## src/rtl/solver_dispatch_if.sv

```systemverilog
// Host-side job and result channels of the solver dispatcher.
//
// Handshake rule for both channels: a beat transfers on a rising clock edge
// where valid and ready are both high. The sender keeps valid and its payload
// steady until that edge. The receiver may raise or lower ready at any time.
interface solver_dispatch_if #(
    parameter int LIMB_BITS = 32,
    parameter int ID_BITS   = 16
);
    logic                 job_valid;
    logic                 job_ready;
    logic [ID_BITS-1:0]   job_id;
    logic [LIMB_BITS-1:0] job_cre;
    logic [LIMB_BITS-1:0] job_cim;
    logic                 job_last;

    logic                 res_valid;
    logic                 res_ready;
    logic [ID_BITS-1:0]   res_id;
    logic [15:0]          res_count;

    // Host side: produces jobs, consumes results.
    modport master (
        output job_valid, job_id, job_cre, job_cim, job_last, res_ready,
        input  job_ready, res_valid, res_id, res_count
    );

    // Dispatcher side: consumes jobs, produces results.
    modport slave (
        input  job_valid, job_id, job_cre, job_cim, job_last, res_ready,
        output job_ready, res_valid, res_id, res_count
    );
endinterface

```

## src/rtl/solver_dispatch.sv

```systemverilog
// Solver dispatcher: streams job operands into the lowest-index idle solver,
// starts it, and returns finished results to the host through a round-robin
// arbiter. Dispatch and result return run independently of each other.
module solver_dispatch #(
    parameter int NUM_SOLVERS     = 4,
    parameter int LIMB_INDEX_BITS = 6,
    parameter int LIMB_BITS       = 32,
    parameter int ID_BITS         = 16
) (
    input  logic                         clock,
    input  logic                         reset,

    input  logic                         cfg_num_limbs_en,
    input  logic [LIMB_INDEX_BITS-1:0]   cfg_num_limbs,
    input  logic                         cfg_iter_lim_en,
    input  logic [15:0]                  cfg_iter_lim,

    solver_dispatch_if.slave             host,

    output logic [LIMB_INDEX_BITS-1:0]   slv_wr_ind,
    output logic [LIMB_BITS-1:0]         slv_wr_data_re,
    output logic [LIMB_BITS-1:0]         slv_wr_data_im,
    output logic [NUM_SOLVERS-1:0]       slv_wr_real_en,
    output logic [NUM_SOLVERS-1:0]       slv_wr_imag_en,
    output logic [NUM_SOLVERS-1:0]       slv_wr_num_limbs_en,
    output logic [NUM_SOLVERS-1:0]       slv_wr_iter_lim_en,
    output logic [LIMB_INDEX_BITS-1:0]   slv_num_limbs,
    output logic [15:0]                  slv_iter_lim,
    output logic [NUM_SOLVERS-1:0]       slv_start,
    input  logic [NUM_SOLVERS-1:0]       slv_out_ready,
    input  logic [16*NUM_SOLVERS-1:0]    slv_iteration_count,

    output logic                         err_len,
    output logic [1:0]                   dbg_state
);

    localparam int IDX_W = (NUM_SOLVERS > 1) ? $clog2(NUM_SOLVERS) : 1;

    typedef enum logic [1:0] {
        ST_SEL   = 2'd0,
        ST_LOAD  = 2'd1,
        ST_START = 2'd2
    } state_t;

    state_t                       state;
    logic [IDX_W-1:0]             sel_idx;
    logic                         cfg_pulse;
    logic                         first_beat;
    logic                         job_ready_q;
    logic [LIMB_INDEX_BITS-1:0]   beat_cnt;
    logic                         err_q;
    logic                         start_d;
    logic [IDX_W-1:0]             start_idx;
    logic [ID_BITS-1:0]           tag [NUM_SOLVERS];

    logic [LIMB_INDEX_BITS-1:0]   num_limbs_sh;
    logic [15:0]                  iter_lim_sh;

    logic [NUM_SOLVERS-1:0]       busy;
    logic [NUM_SOLVERS-1:0]       armed;
    logic [IDX_W-1:0]             rr_ptr;
    logic [IDX_W-1:0]             grant;
    logic                         res_valid_q;
    logic [ID_BITS-1:0]           res_id_q;
    logic [15:0]                  res_count_q;

    logic [NUM_SOLVERS-1:0]       one_hot_base;
    logic [NUM_SOLVERS-1:0]       sel_oh;
    logic [NUM_SOLVERS-1:0]       start_oh;
    logic [NUM_SOLVERS-1:0]       grant_oh;
    logic [NUM_SOLVERS-1:0]       done;
    logic [LIMB_INDEX_BITS-1:0]   last_ind;
    logic                         accept;
    logic                         handshake;
    logic                         free_found;
    logic [IDX_W-1:0]             free_idx;
    logic                         rr_found;
    logic [IDX_W-1:0]             rr_idx;
    logic [15:0]                  slv_count [NUM_SOLVERS];

    // Unpack the flat iteration-count bus into one word per solver.
    for (genvar gi = 0; gi < NUM_SOLVERS; gi++) begin : g_count
        assign slv_count[gi] = slv_iteration_count[16*gi +: 16];
    end

    assign one_hot_base = {{(NUM_SOLVERS-1){1'b0}}, 1'b1};
    assign sel_oh       = one_hot_base << sel_idx;
    assign start_oh     = one_hot_base << start_idx;
    assign grant_oh     = one_hot_base << grant;
    assign last_ind     = num_limbs_sh - {{(LIMB_INDEX_BITS-1){1'b0}}, 1'b1};

    // Writes and starts are suppressed while reset is high so a job cut off
    // by reset never leaves a partial write or start behind.
    assign accept    = job_ready_q && host.job_valid && !reset;
    assign handshake = res_valid_q && host.res_ready;

    // A solver's done flag is ignored until it has been armed, which masks a
    // completion flag left over from its previous job.
    assign done = busy & armed & slv_out_ready;

    assign host.job_ready      = job_ready_q;
    assign host.res_valid      = res_valid_q;
    assign host.res_id         = res_id_q;
    assign host.res_count      = res_count_q;

    assign slv_wr_ind          = beat_cnt;
    assign slv_wr_data_re      = accept ? host.job_cre : '0;
    assign slv_wr_data_im      = accept ? host.job_cim : '0;
    assign slv_wr_real_en      = accept ? sel_oh : '0;
    assign slv_wr_imag_en      = accept ? sel_oh : '0;
    assign slv_wr_num_limbs_en = (cfg_pulse && !reset) ? sel_oh : '0;
    assign slv_wr_iter_lim_en  = (cfg_pulse && !reset) ? sel_oh : '0;
    assign slv_start           = (state == ST_START && !reset) ? sel_oh : '0;
    assign slv_num_limbs       = num_limbs_sh;
    assign slv_iter_lim        = iter_lim_sh;
    assign err_len             = err_q;
    assign dbg_state           = state;

    // Lowest-index idle solver; the descending scan lets index 0 win.
    always_comb begin
        free_found = 1'b0;
        free_idx   = '0;
        for (int i = NUM_SOLVERS - 1; i >= 0; i--) begin
            if (!busy[i]) begin
                free_found = 1'b1;
                free_idx   = IDX_W'(i);
            end
        end
    end

    // Round-robin pick among done solvers, scanning upward from rr_ptr.
    always_comb begin
        logic [IDX_W-1:0] cand;
        rr_found = 1'b0;
        rr_idx   = '0;
        cand     = '0;
        for (int k = 0; k < NUM_SOLVERS; k++) begin
            if (int'(rr_ptr) + k >= NUM_SOLVERS) begin
                cand = IDX_W'(int'(rr_ptr) + k - NUM_SOLVERS);
            end else begin
                cand = IDX_W'(int'(rr_ptr) + k);
            end
            if (!rr_found && done[cand]) begin
                rr_found = 1'b1;
                rr_idx   = cand;
            end
        end
    end

    // Shadow configuration registers, written whenever their enable is high.
    always_ff @(posedge clock) begin
        if (reset) begin
            num_limbs_sh <= '0;
            iter_lim_sh  <= '0;
        end else begin
            if (cfg_num_limbs_en) num_limbs_sh <= cfg_num_limbs;
            if (cfg_iter_lim_en)  iter_lim_sh  <= cfg_iter_lim;
        end
    end

    // Dispatch FSM: pick an idle solver, stream the job into it, start it.
    always_ff @(posedge clock) begin
        if (reset) begin
            state       <= ST_SEL;
            sel_idx     <= '0;
            cfg_pulse   <= 1'b0;
            first_beat  <= 1'b0;
            job_ready_q <= 1'b0;
            beat_cnt    <= '0;
            err_q       <= 1'b0;
            start_d     <= 1'b0;
            start_idx   <= '0;
            for (int i = 0; i < NUM_SOLVERS; i++) tag[i] <= '0;
        end else begin
            cfg_pulse <= 1'b0;
            start_d   <= (state == ST_START);
            start_idx <= sel_idx;
            case (state)
                ST_SEL: begin
                    if (free_found) begin
                        sel_idx     <= free_idx;
                        state       <= ST_LOAD;
                        cfg_pulse   <= 1'b1;
                        first_beat  <= 1'b1;
                        job_ready_q <= 1'b1;
                        beat_cnt    <= '0;
                    end
                end
                ST_LOAD: begin
                    if (accept) begin
                        first_beat <= 1'b0;
                        if (first_beat) tag[sel_idx] <= host.job_id;
                        if (host.job_last) begin
                            state       <= ST_START;
                            job_ready_q <= 1'b0;
                            beat_cnt    <= '0;
                            if (beat_cnt != last_ind) err_q <= 1'b1;
                        end else begin
                            // Wraps naturally at 2^LIMB_INDEX_BITS.
                            beat_cnt <= beat_cnt + 1'b1;
                        end
                    end
                end
                ST_START: begin
                    state <= ST_SEL;
                end
                default: begin
                    state <= ST_SEL;
                end
            endcase
        end
    end

    // Solver occupancy and result arbiter; a grant holds until the host takes it.
    always_ff @(posedge clock) begin
        if (reset) begin
            busy        <= '0;
            armed       <= '0;
            rr_ptr      <= '0;
            grant       <= '0;
            res_valid_q <= 1'b0;
            res_id_q    <= '0;
            res_count_q <= '0;
        end else begin
            busy  <= (busy  & ~(handshake ? grant_oh : '0))
                   | ((state == ST_START) ? sel_oh : '0);
            armed <= (armed & ~(handshake ? grant_oh : '0))
                   | (start_d ? start_oh : '0);
            if (res_valid_q) begin
                if (host.res_ready) begin
                    res_valid_q <= 1'b0;
                    if (grant == IDX_W'(NUM_SOLVERS - 1)) begin
                        rr_ptr <= '0;
                    end else begin
                        rr_ptr <= grant + IDX_W'(1);
                    end
                end
            end else if (rr_found) begin
                res_valid_q <= 1'b1;
                grant       <= rr_idx;
                res_id_q    <= tag[rr_idx];
                res_count_q <= slv_count[rr_idx];
            end
        end
    end

endmodule

```

## src/flat_wrapper.sv

```systemverilog
// flat-port wrapper written by rule: the top's interface ports become plain ports
module solver_dispatch_flat 
#(
    parameter int NUM_SOLVERS     = 4,
    parameter int LIMB_INDEX_BITS = 6,
    parameter int LIMB_BITS       = 32,
    parameter int ID_BITS         = 16
)
  (clock, reset, cfg_num_limbs_en, cfg_num_limbs, cfg_iter_lim_en, cfg_iter_lim, slv_wr_ind, slv_wr_data_re, slv_wr_data_im, slv_wr_real_en, slv_wr_imag_en, slv_wr_num_limbs_en, slv_wr_iter_lim_en, slv_num_limbs, slv_iter_lim, slv_start, slv_out_ready, slv_iteration_count, err_len, dbg_state, host_job_valid, host_job_id, host_job_cre, host_job_cim, host_job_last, host_res_ready, host_job_ready, host_res_valid, host_res_id, host_res_count);
  solver_dispatch_if #(.LIMB_BITS(LIMB_BITS), .ID_BITS(ID_BITS)) host_i ();
  input  logic clock;
  input  logic reset;
  input  logic cfg_num_limbs_en;
  input  logic [LIMB_INDEX_BITS-1:0] cfg_num_limbs;
  input  logic cfg_iter_lim_en;
  input  logic [15:0] cfg_iter_lim;
  output logic [LIMB_INDEX_BITS-1:0] slv_wr_ind;
  output logic [LIMB_BITS-1:0] slv_wr_data_re;
  output logic [LIMB_BITS-1:0] slv_wr_data_im;
  output logic [NUM_SOLVERS-1:0] slv_wr_real_en;
  output logic [NUM_SOLVERS-1:0] slv_wr_imag_en;
  output logic [NUM_SOLVERS-1:0] slv_wr_num_limbs_en;
  output logic [NUM_SOLVERS-1:0] slv_wr_iter_lim_en;
  output logic [LIMB_INDEX_BITS-1:0] slv_num_limbs;
  output logic [15:0] slv_iter_lim;
  output logic [NUM_SOLVERS-1:0] slv_start;
  input  logic [NUM_SOLVERS-1:0] slv_out_ready;
  input  logic [16*NUM_SOLVERS-1:0] slv_iteration_count;
  output logic err_len;
  output logic [1:0] dbg_state;
  input wire logic [$bits(host_i.job_valid)-1:0] host_job_valid;
  input wire logic [$bits(host_i.job_id)-1:0] host_job_id;
  input wire logic [$bits(host_i.job_cre)-1:0] host_job_cre;
  input wire logic [$bits(host_i.job_cim)-1:0] host_job_cim;
  input wire logic [$bits(host_i.job_last)-1:0] host_job_last;
  input wire logic [$bits(host_i.res_ready)-1:0] host_res_ready;
  output wire logic [$bits(host_i.job_ready)-1:0] host_job_ready;
  output wire logic [$bits(host_i.res_valid)-1:0] host_res_valid;
  output wire logic [$bits(host_i.res_id)-1:0] host_res_id;
  output wire logic [$bits(host_i.res_count)-1:0] host_res_count;
  assign host_i.job_valid = host_job_valid;
  assign host_i.job_id = host_job_id;
  assign host_i.job_cre = host_job_cre;
  assign host_i.job_cim = host_job_cim;
  assign host_i.job_last = host_job_last;
  assign host_i.res_ready = host_res_ready;
  assign host_job_ready = host_i.job_ready;
  assign host_res_valid = host_i.res_valid;
  assign host_res_id = host_i.res_id;
  assign host_res_count = host_i.res_count;
  solver_dispatch #(.NUM_SOLVERS(NUM_SOLVERS), .LIMB_INDEX_BITS(LIMB_INDEX_BITS), .LIMB_BITS(LIMB_BITS), .ID_BITS(ID_BITS)) u_core (.clock(clock), .reset(reset), .cfg_num_limbs_en(cfg_num_limbs_en), .cfg_num_limbs(cfg_num_limbs), .cfg_iter_lim_en(cfg_iter_lim_en), .cfg_iter_lim(cfg_iter_lim), .host(host_i), .slv_wr_ind(slv_wr_ind), .slv_wr_data_re(slv_wr_data_re), .slv_wr_data_im(slv_wr_data_im), .slv_wr_real_en(slv_wr_real_en), .slv_wr_imag_en(slv_wr_imag_en), .slv_wr_num_limbs_en(slv_wr_num_limbs_en), .slv_wr_iter_lim_en(slv_wr_iter_lim_en), .slv_num_limbs(slv_num_limbs), .slv_iter_lim(slv_iter_lim), .slv_start(slv_start), .slv_out_ready(slv_out_ready), .slv_iteration_count(slv_iteration_count), .err_len(err_len), .dbg_state(dbg_state));
endmodule
```

## config.mk

```make
export PLATFORM = sky130hd
export DESIGN_NAME = solver_dispatch_flat
export DESIGN_NICKNAME = d
export VERILOG_FILES = /design/src/rtl/solver_dispatch_if.sv /design/src/rtl/solver_dispatch.sv /design/src/flat_wrapper.sv
export SDC_FILE = /design/constraint.sdc
export NUM_CORES = 1
export LEC_CHECK = 0
export CAP_MARGIN = 20
export CORE_ASPECT_RATIO = 1.2
export CORE_MARGIN = 2
export CORE_UTILIZATION = 30
export CTS_CLUSTER_SIZE = 16
export DETAILED_ROUTE_END_ITERATION = 10
export GPL_ROUTABILITY_DRIVEN = 0
export MAX_ROUTING_LAYER = met4
export SLEW_MARGIN = 20
export SYNTH_ARGS = -nofsm -noshare
export SYNTH_HDL_FRONTEND = slang
export SYNTH_SLANG_ARGS = --single-unit
export TNS_END_PERCENT = 50
```

## constraint.sdc

```tcl
create_clock -name clock -period 3.1 [get_ports clock]
set_input_delay 0.62 -clock clock [delete_from_list [all_inputs] [get_ports clock]]
set_output_delay 0.62 -clock clock [all_outputs]
set_load 0.02 [all_outputs]
```

## After elaboration in Yosys (flattened, before gate mapping)

Memories as Yosys holds them, arrays and structs flattened. A register that Yosys moved wholly into a read port is not among the register bits.
Cells that the tools add are included.

- Bits in registers: 68
- RAM bits: 64
- Output and inout port bits: 149
- Word-level logic and storage cells: 148
- Memories kept: 1

- $add $sub $neg: 10
- $lt $le $gt $ge: 9
- Equality and inequality tests: 7
- Shift-type cells: 3
- Multiplexer cells: 68
- Bitwise logic cells: 10
- Reductions and logical operators: 23

Memories:

| name | words | width | rd ports | clocked after Yosys merged registers in | write ports | line | RTL |
|---|---|---|---|---|---|---|---|
| u_core.tag | 4 | 16 | 1 | 1 | 4 | solver_dispatch.sv:54 | `logic [ID_BITS-1:0] tag [NUM_SOLVERS];` |

Operators with widths:

| operator | number |
|---|---|
| 2-to-1 mux 32 bit | 2 |
| 2-to-1 mux 16 bit | 3 |
| 2-to-1 mux 2 bit | 17 |
| binary-select mux 16 bit (select 2 bit) | 1 |
| 2-to-1 mux 1 bit | 28 |
| 2-to-1 mux 4 bit | 6 |
| 2-to-1 mux 6 bit | 3 |
| bitwise AND 4 bit | 4 |
| OR reduction 16 bit | 1 |
| greater-or-equal comparator 3 bit (second input constant) | 4 |
| < comparator 2 x 3 -> 1 bit (second input constant) | 4 |
| case mux 6 bit (2 select lines) | 1 |
| left shift 1 x 2 -> 4 bit (first input constant) | 3 |
| binary-select mux 1 bit (select 2 bit) | 4 |
| logical AND 1 bit | 8 |
| OR 4 bit | 2 |
| AND reduction 4 bit | 2 |
| subtractor 2 x 1 -> 2 bit (second input constant) | 4 |
| adder 2 x 2 -> 3 bit (second input constant) | 2 |
| adder 6 x 1 -> 6 bit (second input constant) | 1 |
| != test 6 bit | 1 |
| AND reduction 2 bit | 3 |
| AND reduction 3 bit | 2 |
| subtractor 6 x 1 -> 6 bit (second input constant) | 1 |
| 16 further kinds | 23 |

## Longest topological paths before layout

Gate-level depths: netlist of run 1.

- Depth in word-level cells: 18
- Gate-level depth with buffers: 8
- Mapped depth without buffers: 7

## Worst setup path after synthesis of run 1

OpenSTA, ideal clock, no wires.

- Kind: input-to-reg
- From: in reset
- To: mem u_core.tag[3][0], enable pin
- Data arrival time: 2.474 ns
- Data required time: 2.689 ns
- Slack: 0.215 ns
- Stages on the path: 4
- Path buffers: 1
- Path through: clkbuf_1 -> and3b_1 -> nand3_1 -> o21ai_0

RTL lines:

| item | line | RTL |
|---|---|---|
| from (decl) | flat_wrapper.sv:12 | `input logic reset;` |
| to (decl) | solver_dispatch.sv:54 |  |

## Final worst setup path of run 1

- From: in host_job_valid
- To: out slv_wr_data_re[7]

- Longest elaborated chain between the ends: 3

RTL lines:

| item | line | RTL |
|---|---|---|
| from (decl) | flat_wrapper.sv:31 | `input wire logic [$bits(host_i.job_valid)-1:0] host_job_valid;` |
| logical AND 1 bit (2 in series) | solver_dispatch.sv:94 | `assign accept = job_ready_q && host.job_valid && !reset;` |
| 2-to-1 mux 32 bit | solver_dispatch.sv:107 | `assign slv_wr_data_re = accept ? host.job_cre : '0;` |
| to (decl) | flat_wrapper.sv:18 | `output logic [LIMB_BITS-1:0] slv_wr_data_re;` |

No other way between the ends.

==> qor.csv, run 1 <==
stage;metric;value;unit
power_and_ir_drop;VDD IR-drop max;274;uV
detailed_routing;via count;6223;
cells_and_area;share of cells above drive strength 1;6.61;%
cells_and_area;commonest non-fill, non-tap cells in the layout;clkdlybuf4s50_1, and2_1, nand2_1;
grt;total gr overflow;0;
clocking;clk sinks;148;
sta;clock skew after layout;8.50;ps
sta;setup tns final;0;ps
clocking;hold-fix buffers at CTS;0;
setup_path;R2R Path Start;u_core.dbg_state[0];
synth;Mapped Nets;890;
setup_path;r2r setup slk;870;ps
sta;Setup violations, final;0;
floorplan;die extent in y;173;um
detailed_routing;Pre-antenna DRT Iters;4;
detailed_routing;detailed-route wire length;23.1;mm
clocking;worst skew pair latency;410;ps
sta;period utilization;97.1;%
synth;Post-synth EDFFs;64;
grt;vias in the first global route;6271;
setup_path;crit path capture type;output pin;
sta;final hold vios;0;
setup_path;crit path kind;in -> out;
detailed_routing;Post-DRT Antenna Nets;0;
clocking;CTS tree;built;
synth;top_reg_cell synth;dfxtp_1;
sta;Worst-Margin Slew;979;ps
hold_path;Worst Hold Class;reg -> reg;
floorplan;Core Area;23300;um^2
setup_path;Worst R2R End;u_core.tag[2][15];
flow_run;Max-Cap Viols;0;
clocking;maximum clock path buffer count;2;
floorplan;Starting Density;30.7;%
grt;antenna violations before repair;0;
cells_and_area;Area growth, synth to finish;58.1;%
sta;Peak Freq;0.332;GHz
detailed_routing;Vias/cell;4.63;
cells_and_area;most common cell after layout, fill and taps aside;clkdlybuf4s50_1;
setup_path;CP Launch Point;host_job_valid;
synth;top cell type's share of synthesized area;26.9;%
power_and_ir_drop;static leakage;4.20;nW
synth;number of synthesized register bits;148;
power_and_ir_drop;overall power;4.82;mW
clocking;CTS H-tree depth;4;
clocking;clock root buffer master;clkbuf_16;
setup_path;Startpoint Class;input port;
sta;RSZ-0062 raised after global routing;no;
grt;GRT Overall Usage;18.6;%
placement;IO buf count;325;
setup_path;crit path to;slv_wr_data_re[7];
synth;Async SR Flop Fraction;0;%
cells_and_area;Util after Layout;48.5;%
synth;cell count after synthesis;707;
synth;Area contributors post-synth;edfxtp_1, dfxtp_1, mux2i_1;
detailed_routing;DRC;0;
floorplan;Die Span X;145;um
setup_path;Max FO, Critical Path;60;
synth;area of the mapped netlist;7140;um^2
floorplan;io pins;326;
clocking;postcts setup bufs;0;
clocking;clk slew on worst S/H paths;60;ps
cells_and_area;fin nets;1199;
synth;Avg Cell Area, Syn;10.1;um^2
floorplan;die area;25000;um^2
sta;min Tclk post-route;3010;ps
setup_path;Worst Path Required;2480;ps
detailed_routing;Initial DRC Count;332;
grt;global-route wire length before repair;34.0;mm
detailed_routing;DR WL/cell;17.2;um
synth;Synth area leader;edfxtp_1;
floorplan;FP Rows;61;
sta;slew margin rel.;34.5;%
power_and_ir_drop;Pwr Density;427;nW/um^2
synth;Yosys cell types;43;
synth;sequential area share after synthesis;50.5;%
setup_path;Worst Path Arrival;2390;ps
run_status;run status;completed;
grt;largest net degree at the start of global routing;61;
cells_and_area;ANT cells;0;
clocking;total CTS buffers;17;
synth;YS warnings;0;
setup_path;R2R depth;4;
sta;Slew Limit Fails;0;
placement;HPWL after DPL;17.4;mm
==> cells in the mapped netlist (2+ instances only) <==
master and instances:
and2_1 114, a21oi_1 12, nor3_1 4, a31o_2 4
mux2i_1 87, o21ai_1 3, xor2_1 6, and3_1 4
buf_4 12, clkbuf_1 29, inv_1 15, nand2_1 92
nand2b_1 4, buf_2 5, xnor2_1 5, a32o_1 32
a31oi_1 3, dfxtp_1 84, a32oi_1 2, nor2b_1 4
nand4_1 3, edfxtp_1 64, nand3_1 7, ha_1 6
buf_6 6, a211oi_1 2, nor2_1 75, o21ai_0 8
==> area by class of cell <==
cell class | count | area, um^2
Clock inverter | 14 | 179
Inverter | 15 | 56.3
Sequential cell | 148 | 3600
Fill cell | 2187 | 12000
Tap cell | 315 | 394
Clock buffer | 18 | 429
Multi-Input combinational cell | 491 | 3210
Timing Repair Buffer | 343 | 3420
==> critical path, stage by stage <==
cell and delay, ps:
clkdlybuf4s50_1 490, and3b_2 230, buf_12 210, and2_1 210
clkdlybuf4s50_1 620
==> per-layer routing <==
metal | share of wire, % | GRT usage (%)
met1 | 40 | 20.1
met5 | 0 | -
met3 | 7.3 | 4.26
met2 | 52 | 34.0
met4 | 0.93 | 4.69
==> worst min path at each step <==
stage                               from                         to  slack [ps]  cells past startpoint
6_report       u_core.host.res_count[10]  u_core.host.res_count[10]         470                      1
5_1_grt        u_core.host.res_count[11]  u_core.host.res_count[11]         490                      1
4_1_cts        u_core.host.res_count[10]  u_core.host.res_count[10]         470                      1
3_5_place_dp   u_core.host.res_count[10]  u_core.host.res_count[10]         450                      1
3_3_place_gp   u_core.host.res_count[10]  u_core.host.res_count[10]         450                      1
2_1_floorplan          u_core.first_beat          u_core.first_beat         450                      2
==> sequential cells by signal, summed over array words and instances (netlist names) <==
signal / count
u_core.host.res_id: 16
u_core.tag: 64
u_core.host.res_count: 16
u_core.err_len: 1
u_core.host.job_ready: 1
u_core.host.res_valid: 1
u_core.start_idx: 2
u_core.sel_idx: 2
u_core.slv_iter_lim: 16
u_core.busy: 4
u_core.first_beat: 1
u_core.start_d: 1
u_core.armed: 4
u_core.rr_ptr: 2
u_core.slv_num_limbs: 6
u_core.slv_wr_ind: 6
u_core.grant: 2
u_core.cfg_pulse: 1
u_core.dbg_state: 2
==> per-stage QoR <==
stage	cell area [um^2]	setup slack [ps]	std cells	hold slack, ps
3_3_place_gp	10700	-80.2	1312	448
5_1_grt	11300	3.66	1344	487
6_report	11300	90.3	1344	466
2_1_floorplan	7140	215	707	445
4_1_cts	11300	30.7	1344	470
3_5_place_dp	10700	-54.3	1312	454
==> report_power, final <==
part	switching, mW	internal [mW]
registers	0.0304	2.09
logic	0.248	0.345
clock network	0.834	1.28
==> repair_timing <==
| action | in CTS | in global routing |
|---|---|---|
| gates resized for setup | 1 | 3 |
| endpoints found under the setup margin | 2 | 3 |
| cloned | 0 | 0 |
| pin swaps | 0 | 0 |
==> kinds of logic (layout without fill, tap and decap cells) <==
| logic type | count (synthesis) | count (layout) | synth area share [%] |
|---|---|---|---|
| multiplexers | 87 | 87 | 12.2 |
| adder cells (fa/ha/maj) | 6 | 6 | 1.05 |
| AND/OR/NAND/NOR | 314 | 314 | 21.7 |
| flip-flops | 148 | 148 | 50.5 |
| buffers and inverters | 68 | 390 | 4.93 |
| AO/OA/AOI/OAI | 73 | 73 | 8.28 |
| XOR/XNOR | 11 | 11 | 1.35 |
Note: power is estimated with default switching activity, not from simulation.
==> run 2: changes to the inputs <==
--- a/config.mk
+++ b/config.mk
@@ -13,7 +13,6 @@
 export DETAILED_ROUTE_END_ITERATION = 10
 export GPL_ROUTABILITY_DRIVEN = 0
 export MAX_ROUTING_LAYER = met4
-export SLEW_MARGIN = 20
 export SYNTH_ARGS = -nofsm -noshare
 export SYNTH_HDL_FRONTEND = slang
 export SYNTH_SLANG_ARGS = --single-unit
==> results of run 2 <==
Same layout as run 1: the final DEF is identical, and so are final timing and power.
==> variant 1: new RTL, settings of run 1 <==
Put one more register stage on the output `dbg_state`. The value now appears one clock later. The other outputs are not delayed to match.
--- a/src/rtl/solver_dispatch.sv
+++ b/src/rtl/solver_dispatch.sv
@@ -114,7 +114,13 @@
     assign slv_num_limbs       = num_limbs_sh;
     assign slv_iter_lim        = iter_lim_sh;
     assign err_len             = err_q;
-    assign dbg_state           = state;
+    always_ff @(posedge clock) begin
+        if (reset) begin
+            dbg_state <= '0;
+        end else begin
+            dbg_state <= state;
+        end
+    end
 
     // Lowest-index idle solver; the descending scan lets index 0 win.
     always_comb begin
Behaviour: not the same (Yosys sat finds a counterexample within 4 cycles, from zero or initial values and one cycle with reset high).
==> variant 1 against run 1 <==
- count of clock-buffer cells in the layout rose by 2
- worst setup slack improved by 0.020 ns
- fmax rose by 0.66%
- die area rose by 8.5%
- routed wire length rose by 17%
- first-iteration DRC count fell by 12%
- highest routed layer unchanged
- sequential cell count rose by 2
- power rose by 1.5%
- area after synthesis rose by 8.7%
- final area rose by 6.5%
==> variant 1: results (changes against run 1) <==
Power
  – Peak supply drop: 0.343 mV (was 0.274 mV)
  – LEAKAGE: 4.59 nW (was 4.20 nW)
  – NetSw: 0.00115 W (was 0.00111 W)

GRT
  – Largest net degree at the start of global routing: 55 (was 61)
  – Vias in the first global route: 6999 (was 6271)
  – Total track usage: 20.2% (was 18.6%)
  – M3 GR Usage: 5.87% (was 4.26%)
  – Initial antenna violation count: 2 (was 0)
  – Global-route track usage on met2: 36.0% (was 34.0%)

Yosys
  – Commonest cells in the netlist: 170 x and2_1, 86 x dfxtp_1, 72 x nor2_1, 64 x edfxtp_1, 55 x nand2_1 (was 114 x and2_1, 92 x nand2_1, 87 x mux2i_1, 84 x dfxtp_1, 75 x nor2_1)
  – XOR/XNOR Fraction of Synth Area: 1.47% (was 1.35%)
  – Synth Area in Compound Gates: 18.4% (was 8.27%)
  – Syn Nets: 938 (was 890)
  – Main synth FF type: dfxtp_1 (unchanged)
  – Sequential area share after synthesis: 47.0% (was 50.5%)

Timing
  – Worst slew margin: 56.1% (was 34.5%)
  – Worst Skew: 0.00685 ns (was 0.00850 ns)

Cells and area
  – Fillers: 2384 (was 2187)
  – Post-route insts no fill: 1412 (was 1344)
  – Largest reg by FF count: u_core.tag (unchanged)
  – Nets: 1250 (was 1199)
  – Share of cells above drive strength 1: 13.3% (was 6.61%)

Placed design
  – Buffers on Ports: 325 (unchanged)
  – DP Wirelength: 19800 µm (was 17400 µm)

Run status
  – Status: complete, no violations (unchanged)

Clock tree
  – Worst-Skew Late Latency: 0.43 ns (was 0.41 ns)

Worst setup path
  – Crit path DAT: 2.37 ns (was 2.39 ns)
  – Worst Path Max Fanout: 54 (was 60)

Detailed routing
  – Routed wl met3: 2100 µm (was 1680 µm)
  – Iter 0 DRT Violations: 292 (was 332)
  – Met1 wire length: 10500 µm (was 9160 µm)
  – Met2 WL: 13900 µm (was 12100 µm)

Min path
  – Worst min path class: reg2reg (unchanged)
[variant 1: cell count changes in the layout (fill, tap and decap cells not counted), moves of 3 or more]
| cell | delta |
|---|---|
| and2_1 | +55 |
| nand2_1 | -38 |
| a221oi_2 | +29 |
| o31ai_1 | +3 |
| buf_4 | +17 |
| a32o_1 | -32 |
| xnor2_1 | +4 |
| and3_1 | +10 |
| clkdlybuf4s50_1 | -7 |
| o31ai_2 | +29 |
| buf_12 | +5 |
| a221oi_1 | +34 |
| mux2i_1 | -63 |
[variant 1: layout make-up]
cell class	instances	area (µm²)	share of cell area [%]
sequential	150	3640	30.3
clock inverter	12	154	1.28
timing repair buffer	359	3600	29.9
clock buffer	20	437	3.63
tap	330	413	3.43
multi-input combinational	526	3720	31.0
inverter	13	48.8	0.406
antenna	2	5.00	0.0416
[variant 1: path summary, 6_finish.rpt]
kind | startpoint | depth (start not counted) | slack (ns) | end
setup reg to reg | u_core.busy[3] | 6 | 0.96 | u_core.host.res_id[10]
hold / removal | u_core.host.res_id[4] | 2 | 0.46 | u_core.host.res_id[4]
hold reg to reg | u_core.host.res_id[4] | 2 | 0.46 | u_core.host.res_id[4]
setup / recovery | reset | 6 | 0.11 | slv_wr_data_im[22]
[variant 1: worst max-delay path: stages]
cell and delay, ns:
clkdlybuf4s50_1 0.47, inv_1 0.10, and3_2 0.22, buf_12 0.19, and2_1 0.14, clkdlybuf4s50_1 0.61
[variant 1: per-stage QoR]
step	hold WS [ns]	utilization [%]	power, W	setup WS, ns	cell area [µm²]
after global routing	0.473	47.2	0.00508	0.00251	12000
final	0.458	47.2	0.00490	0.110	12000
after detailed placement	0.448	44.8	0.00283	0.0662	11400
after global placement	0.440	44.8	0.00283	0.0788	11400
after floorplan	0.455	-	0.00243	0.0688	7760
after CTS	0.462	47.2	0.00495	0.0508	12000
==> variant 2: new RTL, flow settings as in run 1 <==
Without the edit above. `NUM_SOLVERS` is set to 4 in 2 places; all go to 8.
--- a/src/rtl/solver_dispatch.sv
+++ b/src/rtl/solver_dispatch.sv
@@ -2,7 +2,7 @@
 // starts it, and returns finished results to the host through a round-robin
 // arbiter. Dispatch and result return run independently of each other.
 module solver_dispatch #(
-    parameter int NUM_SOLVERS     = 4,
+    parameter int NUM_SOLVERS     = 8,
     parameter int LIMB_INDEX_BITS = 6,
     parameter int LIMB_BITS       = 32,
     parameter int ID_BITS         = 16
--- a/src/flat_wrapper.sv
+++ b/src/flat_wrapper.sv
@@ -1,7 +1,7 @@
 // flat-port wrapper written by rule: the top's interface ports become plain ports
 module solver_dispatch_flat 
 #(
-    parameter int NUM_SOLVERS     = 4,
+    parameter int NUM_SOLVERS     = 8,
     parameter int LIMB_INDEX_BITS = 6,
     parameter int LIMB_BITS       = 32,
     parameter int ID_BITS         = 16
Interface: changed (7 resized); port bits go from 326 to 414. No check against the original RTL was run, so the function may have changed too.
==> variant 2 against run 1 <==
- the run now ends with negative setup slack left
- worst setup slack lost 0.45 ns
- worst hold slack got worse by 0.0016 ns
- sequential power increased by 71%
- utilization decreased by 0.69 points
- final area grew 68%
- combinational power rose to 6.9 times the old value
- via count increased by 76%
- final cell count grew 63%
- power grew 120%
- sequential cell count rose by 76
- routed wire length grew 94%
- area after synthesis grew 70%
- critical path type is now reg2reg
==> variant 2: results (changes against run 1) <==
Cells and area
  – Max FFs per register: 128 (was 64)
  – Share of cells above drive strength 1: 17.5% (was 6.61%)
  – Post-route insts no fill: 2197 (was 1344)

Worst setup path
  – Crit path DAT: 3.89 ns (was 2.39 ns)
  – Crit path largest cell delay: 0.54 ns (was 0.62 ns)

Run status
  – Failing checks: negative setup slack
  – Status: finished with violations (was complete, no violations)

Yosys
  – Main area contributors after synthesis: edfxtp_1 32%, dfxtp_1 16%, and2_1 10%, mux2i_1 8.1%, mux4_2 6.9% (was edfxtp_1 27%, dfxtp_1 24%, mux2i_1 12%, and2_1 10%, nand2_1 4.8%)
  – Sequential area share after synthesis: 47.6% (was 50.5%)
  – Post-synthesis cell type count: 61 (was 43)
  – Post-synth EDFFs: 128 (was 64)
  – Syn Nets: 1389 (was 890)

Timing
  – Worst Skew: 0.0114 ns (was 0.00850 ns)
  – Post-route setup slack: -0.360 ns (was 0.0903 ns)
  – Worst slew margin: 62.4% (was 34.5%)
  – Final setup vio count: 33 (was 0)

Placed design
  – Buffers on Ports: 413 (was 325)
  – Placed cell count: 2138 (was 1312)

GRT
  – Total track usage: 21.0% (was 18.6%)
  – First-pass GRT wire length: 65400 µm (was 34000 µm)
  – Largest net degree at the start of global routing: 36 (was 61)

Detailed routing
  – Vias/cell: 4.99 (was 4.63)
  – Final WL: 45000 µm (was 23100 µm)

Power
  – Internal power: 0.00729 W (was 0.00371 W)

Clock tree
  – Buffer depth of the longest clock path: 3 (was 2)
variant 2: cell count changes after synthesis, sizes merged, moves of 15 or more:
cell,change
nand3,+51
mux4,+37
nor2,+25
nand4,+16
o21ai,+15
buf,+24
o22a,+28
and2,+85
a32o,-32
edfxtp,+64
variant 2: area by class of cell:
cell class	instances	area, µm²	area share [%]
Inverter	20	82.6	0.435
Sequential cell	224	5770	30.4
Antenna cell	1	2.50	0.0132
Tap cell	533	667	3.51
Timing Repair Buffer	569	5700	30.0
Clock buffer	35	663	3.49
Multi-Input combinational cell	805	5980	31.5
Clock inverter	10	126	0.665
variant 2: kinds of logic after synthesis:
kind of cell    Yosys count  synth area share (%)
flops                   224                  47.6
mux                     138                  15.4
buf+inv                 105                  4.61
xor+xnor                 13                 0.941
simple gates            502                  21.7
fa+ha+maj                10                  1.03
compound gates          142                  8.74
variant 2: worst max-delay path, delay by kind of cell, from the launching register on:
kind / cells / cell delay, ns
AO/OA/AOI/OAI: 3 / 0.55
flip-flops: 1 / 0.36
buffers and inverters: 5 / 0.55
multiplexers: 3 / 1.34
adder cells (fa/ha/maj): 1 / 0.24
AND/OR/NAND/NOR: 3 / 0.30
variant 2: power groups by stage:
stage               registers (W)  clock network, W  logic (W)
floorplan                 0.00389                 0    0.00186
global placement          0.00368                 0    0.00376
detailed placement        0.00368                 0    0.00379
CTS                       0.00363           0.00298    0.00383
global route              0.00366           0.00310    0.00438
finish                    0.00363           0.00292    0.00410
variant 2: final timing paths:
kind | endpoint | start
max | u_core.host.res_id[12] | u_core.rr_ptr[0]
min | u_core.host.res_id[1] | u_core.host.res_id[1]
max reg2reg | u_core.host.res_id[12] | u_core.rr_ptr[0]
min reg2reg | u_core.host.res_id[1] | u_core.host.res_id[1]
variant 2: repair_timing:
action                     4_1_cts  5_1_grt
gates resized for setup         21       61
pin swaps                        0       11
hold buffers                     0        0
hold endpoints to repair         0        0
setup buffers                    0        7
cloned                           0        6
setup endpoints to repair       47       71
variant 2: per-stage QoR:
step	instance area (µm²)	power, W	hold WS, ns
3_5_place_dp	17800	0.00747	0.457
3_3_place_gp	17800	0.00744	0.448
5_1_grt	19000	0.0111	0.496
6_report	19000	0.0106	0.465
4_1_cts	18600	0.0104	0.470
2_1_floorplan	12200	0.00575	0.454
variant 2: routing by layer:
metal | global-route usage (%) | wire length (µm)
met3 | 4.87 | 3670
met4 | 7.78 | 1830
met2 | 36.8 | 22400
met5 | - | 0
met1 | 23.1 | 17000
